$ cat src/rtl/cacheline_adapter_pkg.sv
// Shared constants, FSM encoding and address helper for the cacheline adapter.
package cacheline_adapter_pkg;

  localparam int WORD_W    = 64;
  localparam int BURST_LEN = 4;
  localparam int LINE_W    = WORD_W * BURST_LEN;
  localparam int ADDR_W    = 32;

  typedef enum logic [2:0] {
    IDLE,
    RD_CMD,
    RD_DATA,
    WR_DATA,
    DONE
  } state_t;

  // Clears the byte-offset bits so the address points at the start of a line.
  function automatic logic [ADDR_W-1:0] align_addr(input logic [ADDR_W-1:0] addr);
    return addr & ~ADDR_W'(LINE_W / 8 - 1);
  endfunction

endpackage

$ cat src/rtl/cacheline_adapter_if.sv
// Bus bundle between the cache arbiter (umem_*) and the burst memory (bmem_*).
interface cacheline_adapter_if #(
  parameter int WORD_W    = cacheline_adapter_pkg::WORD_W,
  parameter int BURST_LEN = cacheline_adapter_pkg::BURST_LEN
);

  localparam int LINE_W = WORD_W * BURST_LEN;

  // Handshake: umem_read/umem_write are levels held until the one-cycle
  // umem_resp pulse. A burst command (bmem_read) or write beat (bmem_write)
  // transfers on a cycle where it and bmem_ready are both high. Read beats
  // have no backpressure; they are qualified by bmem_rvalid and the
  // bmem_raddr line tag.
  logic [31:0]       umem_addr;
  logic              umem_read;
  logic              umem_write;
  logic [LINE_W-1:0] umem_wdata;
  logic [LINE_W-1:0] umem_rdata;
  logic              umem_resp;
  logic [31:0]       bmem_addr;
  logic              bmem_read;
  logic              bmem_write;
  logic [WORD_W-1:0] bmem_wdata;
  logic              bmem_ready;
  logic [31:0]       bmem_raddr;
  logic [WORD_W-1:0] bmem_rdata;
  logic              bmem_rvalid;

  modport slave (
    input  umem_addr, umem_read, umem_write, umem_wdata,
    input  bmem_ready, bmem_raddr, bmem_rdata, bmem_rvalid,
    output umem_rdata, umem_resp,
    output bmem_addr, bmem_read, bmem_write, bmem_wdata
  );

  modport master (
    output umem_addr, umem_read, umem_write, umem_wdata,
    output bmem_ready, bmem_raddr, bmem_rdata, bmem_rvalid,
    input  umem_rdata, umem_resp,
    input  bmem_addr, bmem_read, bmem_write, bmem_wdata
  );

endinterface

$ cat src/rtl/cacheline_adapter.sv
// Converts one 256-bit line request into a four-beat 64-bit memory burst and
// reassembles tagged read beats back into a line.
module cacheline_adapter
  import cacheline_adapter_pkg::*;
#(
  parameter int WORD_W    = cacheline_adapter_pkg::WORD_W,
  parameter int BURST_LEN = cacheline_adapter_pkg::BURST_LEN
) (
  input  logic                clk,
  input  logic                rst,
  cacheline_adapter_if.slave  bus,
  output state_t              o_state
);

  localparam int LINE_W = WORD_W * BURST_LEN;
  localparam int CNT_W  = $clog2(BURST_LEN);

  state_t             r_state;
  logic [CNT_W-1:0]   r_beat;
  logic [ADDR_W-1:0]  r_addr;
  logic [LINE_W-1:0]  r_wline;
  logic [LINE_W-1:0]  r_line;
  logic [LINE_W-1:0]  r_rdata;
  logic               r_resp;
  logic               r_bmem_read;
  logic               r_bmem_write;
  logic [WORD_W-1:0]  r_bmem_wdata;

  logic [LINE_W-1:0]  w_line;
  logic [CNT_W-1:0]   w_beat_inc;
  logic               w_last;
  logic               w_hit;

  assign w_beat_inc = r_beat + CNT_W'(1);
  assign w_last     = (r_beat == CNT_W'(BURST_LEN - 1));
  // Beats tagged for any other line belong to someone else and are dropped.
  assign w_hit      = bus.bmem_rvalid && (bus.bmem_raddr == r_addr);

  always_comb begin
    w_line = r_line;
    w_line[WORD_W*r_beat +: WORD_W] = bus.bmem_rdata;
  end

  always_ff @(posedge clk or negedge rst) begin
    if (!rst) begin
      r_state      <= IDLE;
      r_beat       <= '0;
      r_addr       <= '0;
      r_wline      <= '0;
      r_line       <= '0;
      r_rdata      <= '0;
      r_resp       <= 1'b0;
      r_bmem_read  <= 1'b0;
      r_bmem_write <= 1'b0;
      r_bmem_wdata <= '0;
    end else begin
      case (r_state)
        IDLE: begin
          r_beat <= '0;
          if (bus.umem_write) begin
            r_addr       <= align_addr(bus.umem_addr);
            r_wline      <= bus.umem_wdata;
            r_bmem_write <= 1'b1;
            r_bmem_wdata <= bus.umem_wdata[WORD_W-1:0];
            r_state      <= WR_DATA;
          end else if (bus.umem_read) begin
            r_addr      <= align_addr(bus.umem_addr);
            r_bmem_read <= 1'b1;
            r_state     <= RD_CMD;
          end
        end
        RD_CMD: begin
          if (bus.bmem_ready) begin
            r_bmem_read <= 1'b0;
            r_state     <= RD_DATA;
          end
        end
        RD_DATA: begin
          if (w_hit) begin
            r_line <= w_line;
            r_beat <= w_beat_inc;
            if (w_last) begin
              r_rdata <= w_line;
              r_resp  <= 1'b1;
              r_state <= DONE;
            end
          end
        end
        WR_DATA: begin
          if (bus.bmem_ready) begin
            r_beat <= w_beat_inc;
            if (w_last) begin
              r_bmem_write <= 1'b0;
              r_resp       <= 1'b1;
              r_state      <= DONE;
            end else begin
              r_bmem_wdata <= r_wline[WORD_W*w_beat_inc +: WORD_W];
            end
          end
        end
        DONE: begin
          r_resp  <= 1'b0;
          r_state <= IDLE;
        end
        default: r_state <= IDLE;
      endcase
    end
  end

  assign bus.umem_rdata = r_rdata;
  assign bus.umem_resp  = r_resp;
  assign bus.bmem_addr  = r_addr;
  assign bus.bmem_read  = r_bmem_read;
  assign bus.bmem_write = r_bmem_write;
  assign bus.bmem_wdata = r_bmem_wdata;
  assign o_state        = r_state;

endmodule
$ cat src/flat_wrapper.sv
// flat-port wrapper written by rule: the top's interface ports become plain ports
module cacheline_adapter_flat import cacheline_adapter_pkg::*;
#(
  parameter int WORD_W    = cacheline_adapter_pkg::WORD_W,
  parameter int BURST_LEN = cacheline_adapter_pkg::BURST_LEN
)
  (clk, rst, o_state, bus_umem_addr, bus_umem_read, bus_umem_write, bus_umem_wdata, bus_bmem_ready, bus_bmem_raddr, bus_bmem_rdata, bus_bmem_rvalid, bus_umem_rdata, bus_umem_resp, bus_bmem_addr, bus_bmem_read, bus_bmem_write, bus_bmem_wdata);
  cacheline_adapter_if #(.WORD_W(WORD_W), .BURST_LEN(BURST_LEN)) bus_i ();
  input  logic clk;
  input  logic rst;
  output state_t o_state;
  input wire logic [$bits(bus_i.umem_addr)-1:0] bus_umem_addr;
  input wire logic [$bits(bus_i.umem_read)-1:0] bus_umem_read;
  input wire logic [$bits(bus_i.umem_write)-1:0] bus_umem_write;
  input wire logic [$bits(bus_i.umem_wdata)-1:0] bus_umem_wdata;
  input wire logic [$bits(bus_i.bmem_ready)-1:0] bus_bmem_ready;
  input wire logic [$bits(bus_i.bmem_raddr)-1:0] bus_bmem_raddr;
  input wire logic [$bits(bus_i.bmem_rdata)-1:0] bus_bmem_rdata;
  input wire logic [$bits(bus_i.bmem_rvalid)-1:0] bus_bmem_rvalid;
  output wire logic [$bits(bus_i.umem_rdata)-1:0] bus_umem_rdata;
  output wire logic [$bits(bus_i.umem_resp)-1:0] bus_umem_resp;
  output wire logic [$bits(bus_i.bmem_addr)-1:0] bus_bmem_addr;
  output wire logic [$bits(bus_i.bmem_read)-1:0] bus_bmem_read;
  output wire logic [$bits(bus_i.bmem_write)-1:0] bus_bmem_write;
  output wire logic [$bits(bus_i.bmem_wdata)-1:0] bus_bmem_wdata;
  assign bus_i.umem_addr = bus_umem_addr;
  assign bus_i.umem_read = bus_umem_read;
  assign bus_i.umem_write = bus_umem_write;
  assign bus_i.umem_wdata = bus_umem_wdata;
  assign bus_i.bmem_ready = bus_bmem_ready;
  assign bus_i.bmem_raddr = bus_bmem_raddr;
  assign bus_i.bmem_rdata = bus_bmem_rdata;
  assign bus_i.bmem_rvalid = bus_bmem_rvalid;
  assign bus_umem_rdata = bus_i.umem_rdata;
  assign bus_umem_resp = bus_i.umem_resp;
  assign bus_bmem_addr = bus_i.bmem_addr;
  assign bus_bmem_read = bus_i.bmem_read;
  assign bus_bmem_write = bus_i.bmem_write;
  assign bus_bmem_wdata = bus_i.bmem_wdata;
  cacheline_adapter #(.WORD_W(WORD_W), .BURST_LEN(BURST_LEN)) u_core (.clk(clk), .rst(rst), .bus(bus_i), .o_state(o_state));
endmodule
$ cat config.mk
export PLATFORM = sky130hd
export DESIGN_NAME = cacheline_adapter_flat
export DESIGN_NICKNAME = d
export VERILOG_FILES = /design/src/rtl/cacheline_adapter_pkg.sv /design/src/rtl/cacheline_adapter_if.sv /design/src/rtl/cacheline_adapter.sv /design/src/flat_wrapper.sv
export SDC_FILE = /design/constraint.sdc
export NUM_CORES = 1
export LEC_CHECK = 0
export BUFFER_PORTS_ARGS = -buffer_cell sky130_fd_sc_hd__buf_2
export CORE_AREA = 4 4 291 293
export DETAILED_ROUTE_END_ITERATION = 12
export DIE_AREA = 0 0 295 297
export PLACE_DENSITY = 0.68
export SYNTH_ARGS = -nofsm -noshare
export SYNTH_HDL_FRONTEND = slang
export SYNTH_SLANG_ARGS = --single-unit
$ cat constraint.sdc
create_clock -name clk -period 3 [get_ports clk]
set_input_delay 0.3 -clock clk [delete_from_list [all_inputs] [get_ports clk]]
set_output_delay 0.3 -clock clk [all_outputs]
set_load 0.05 [all_outputs]
==> metrics.md <==
| Metric | Value |
|---|---|
| Clock Skew | 0.0268 ns |
| Power Density | 824 mW/mm2 |
| CP max FO | 44 |
| Hpwl dp | 79.5 mm |
| CP endpoint kind | flop |
| GR Overflow Total | 0 |
| Buf/Inv on CP | 1 |
| Fin Hold WS | 0.0435 ns |
| CP delay by family, top | simple AND/OR/NAND/NOR gates |
| CTS tree | done |
| Share of post-route cells with drive strength above 1 | 38.8% |
| FF-to-FF End | u_core.r_line[25] |
| RSZ-0062 raised after global routing | false |
| Die W | 295 um |
| Via Count | 29000 |
| IO Pins | 748 |
| Sequential area share after synthesis | 56.8% |
| Clk pin slew, worst setup/hold paths | 0.06 ns |
| CP Cell Sequence | xor2_1 -> or4_1 -> or4_4 -> nor4b_4 -> buf_12 -> a22o_1 |
| Max Clk Rate | 356 MHz |
| Cells after Synth | 3089 |
| WS Path Type | flop to flop |
| DRT Pass-1 Iters | 5 |
| Longest Clk Path Bufs | 3 |
| WP data required | 3.57 ns |
| Max incr delay on CP | 0.59 ns |
| Post-CTS Setup Bufs | 0 |
| YS warnings | 0 |
| Area grow syn2layout | 30.1% |
| Drt wl/cell | 23.4 um |
| Global Route Usage Sum | 27.5% |
| Yosys top cell area share | 56.8% |
| DR DRC count | 0 |
| Clk sinks | 867 |
| Root Buffer Master | clkbuf_16 |
| Fin util | 60.7% |
| Synthesized flop and latch total | 867 |
| Cell variety after synth | 47 |
| First-pass GRT wire length | 186 mm |
| CP endpoint | u_core.r_line[25] |
| Crit path from | u_core.bus.bmem_addr[31] |
| Max Cap Violations | 0 |
| Ys flop type | dfrtp_1 |
| Port bufs | 737 |
| Pin count of the biggest net entering global routing | 86 |
| Layout Cells excl Fill | 5240 |
| Initial drt markers | 2210 |
| Setup TNS Final | 0 ns |
| Origin of the critical flop-to-flop path | u_core.bus.bmem_addr[31] |
| Number of flops mapped to enable cells by yosys | 0 |
| Reg2Reg Setup Slack | 0.19 ns |
| Post-synth top area cell | dfrtp_1 |
| Number of buffers created by CTS | 96 |
| Placeable core area | 0.0818 mm2 |
| Slew headroom | 39.4% |
| Leakage | 0.0238 uW |
| Chip Height | 297 um |
| Max IR drop VDD | 0.979 mV |
| H-tree depth | 3 |
| Starting density of the core | 46.6% |
| Top cells by count, synth | dfrtp_1, mux2_2, nand2_1 |
| Final min period | 2.81 ns |
| Hold crit path type | input port to flop |
| Placed insts | 4721 |
| Synth top area cells | dfrtp_1, mux2_2, a22o_1 |
| Overall power | 40900 uW |
| Antenna-violating nets left | 0 |
| Final hold vios | 0 |
| Drt total wl | 122 mm |
| Worst-Margin Slew | 0.909 ns |
| Critical path data arrival time | 3.38 ns |
| Fin crit share | 93.6% |
| Synthesized cell area | 0.0382 mm2 |
| Most frequent cell after synthesis | dfrtp_1 |
| Nets | 4468 |
| Mean Syn Cell Area | 12.4 um2 |
| R2R cell count | 6 |
| Worst-Skew Late Latency | 0.65 ns |
| Fin. max-slew vios | 0 |
| Die ar. | 0.0876 mm2 |
| Status | finished clean |
| Fillcell total | 6300 |
| Vias in the first global route | 30600 |
| # setup viols final | 0 |
| WP depth | 6 |
| Initial antenna violation count | 28 |
| Gpl congestion | 0.901 |
| Setup crit start kind | flop |
| DR vias/cell | 5.53 |
| Row count | 105 |
| Slowest stage cell, crit path | or4_1 |
| Async SR Flop Fraction | 100% |
[logic make-up (layout without fill, tap and decap cells)]
kind of cell	count (synthesis)	after routing	share of synthesized area, %
buf+inv	535	1584	6.31
other cells	1	33	0.00982
compound gates	597	597	10.4
fa+ha+maj	6	6	0.197
flops	867	867	56.8
simple gates	389	389	4.25
mux	667	667	21.4
xor+xnor	27	27	0.619
[placed cells by master (no fill, tap or decap), types with 69 or more instances in the layout]
master | Yosys | final
a21oi_1 | 69 | 69
a22o_1 | 256 | 256
clkbuf_16 | 0 | 98
nor2_1 | 73 | 72
dfrtp_1 | 867 | 866
dlygate4sd3_1 | 0 | 323
buf_2 | 28 | 736
nand2_1 | 268 | 267
o21ai_0 | 260 | 260
inv_1 | 261 | 261
mux2_2 | 539 | 539
[metal layers]
metal / wire length [um] / part of all wire (%) / vias to the layer above / GRT usage, %
met4: 6250 / 5.1 / 4 / 13.7
met2: 58800 / 48 / 1205 / 44.4
li1: - / - / 12700 / -
met1: 49600 / 40 / 14800 / 35.8
met5: 23 / 0.019 / - / 0
met3: 7830 / 6.4 / 300 / 5.14
[worst min path at each step]
stage,from,endpoint,slack (ns),cells after the start
3_3_place_gp,rst,u_core.r_wline[110],0.34,1
6_report,bus_bmem_rdata[28],u_core.r_line[220],0.04,2
4_1_cts,bus_bmem_rdata[28],u_core.r_line[92],0.0002,2
5_1_grt,bus_bmem_rdata[28],u_core.r_line[156],0.01,2
2_1_floorplan,rst,u_core.bus.bmem_addr[10],0.004,0
3_5_place_dp,rst,u_core.r_wline[168],0.32,1
[worst register-to-register path, cell delays in order (launching register included)]
cell     delay (ns)
dfrtp_1        0.39
xor2_1         0.22
or4_1          0.59
or4_4          0.58
nor4b_4        0.39
buf_12         0.33
a22o_1         0.23
[report_power, final]
group / internal (uW) / leakage [uW] / switching [uW]
sequential: 14100 / 0.0114 / 1570
combinational: 5500 / 0.0108 / 7830
clock: 7030 / 0.00157 / 4920
total: 26600 / 0.0238 / 14300
[metrics by stage]
stage	instance area (um2)	worst slack, ns
floorplan	38200	0.184
global placement	43200	0.0265
detailed placement	43200	-0.0141
CTS	49600	0.161
global route	49700	0.0515
finish	49700	0.193
[sequential cells by signal, summed over array words and instances, names as in the netlist, 2 cells and up]
signal,cells
u_core.r_beat,2
u_core.r_wline,256
u_core.bus.bmem_wdata,64
u_core.bus.umem_rdata,256
u_core.r_line,256
u_core.o_state,3
u_core.bus.bmem_addr,27
[area by class of cell]
| cell class | instances | area [um2] | area share, % |
|---|---|---|---|
| Sequential cell | 867 | 21700 | 43.7 |
| Multi-Input combinational cell | 1691 | 14200 | 28.6 |
| Timing Repair Buffer | 1155 | 8180 | 16.5 |
| Clock buffer | 138 | 2810 | 5.66 |
| Tap cell | 1070 | 1340 | 2.70 |
| Inverter | 261 | 980 | 1.97 |
| Clock inverter | 30 | 380 | 0.766 |
| Antenna cell | 28 | 70.1 | 0.141 |
[repair_timing]
action,CTS,global route
resized for setup,1,0
setup endpoints to repair,6,0
hold buffers,323,0
endpoints found under the hold margin,523,0
No activity file was read; power rests on OpenSTA's default activity.
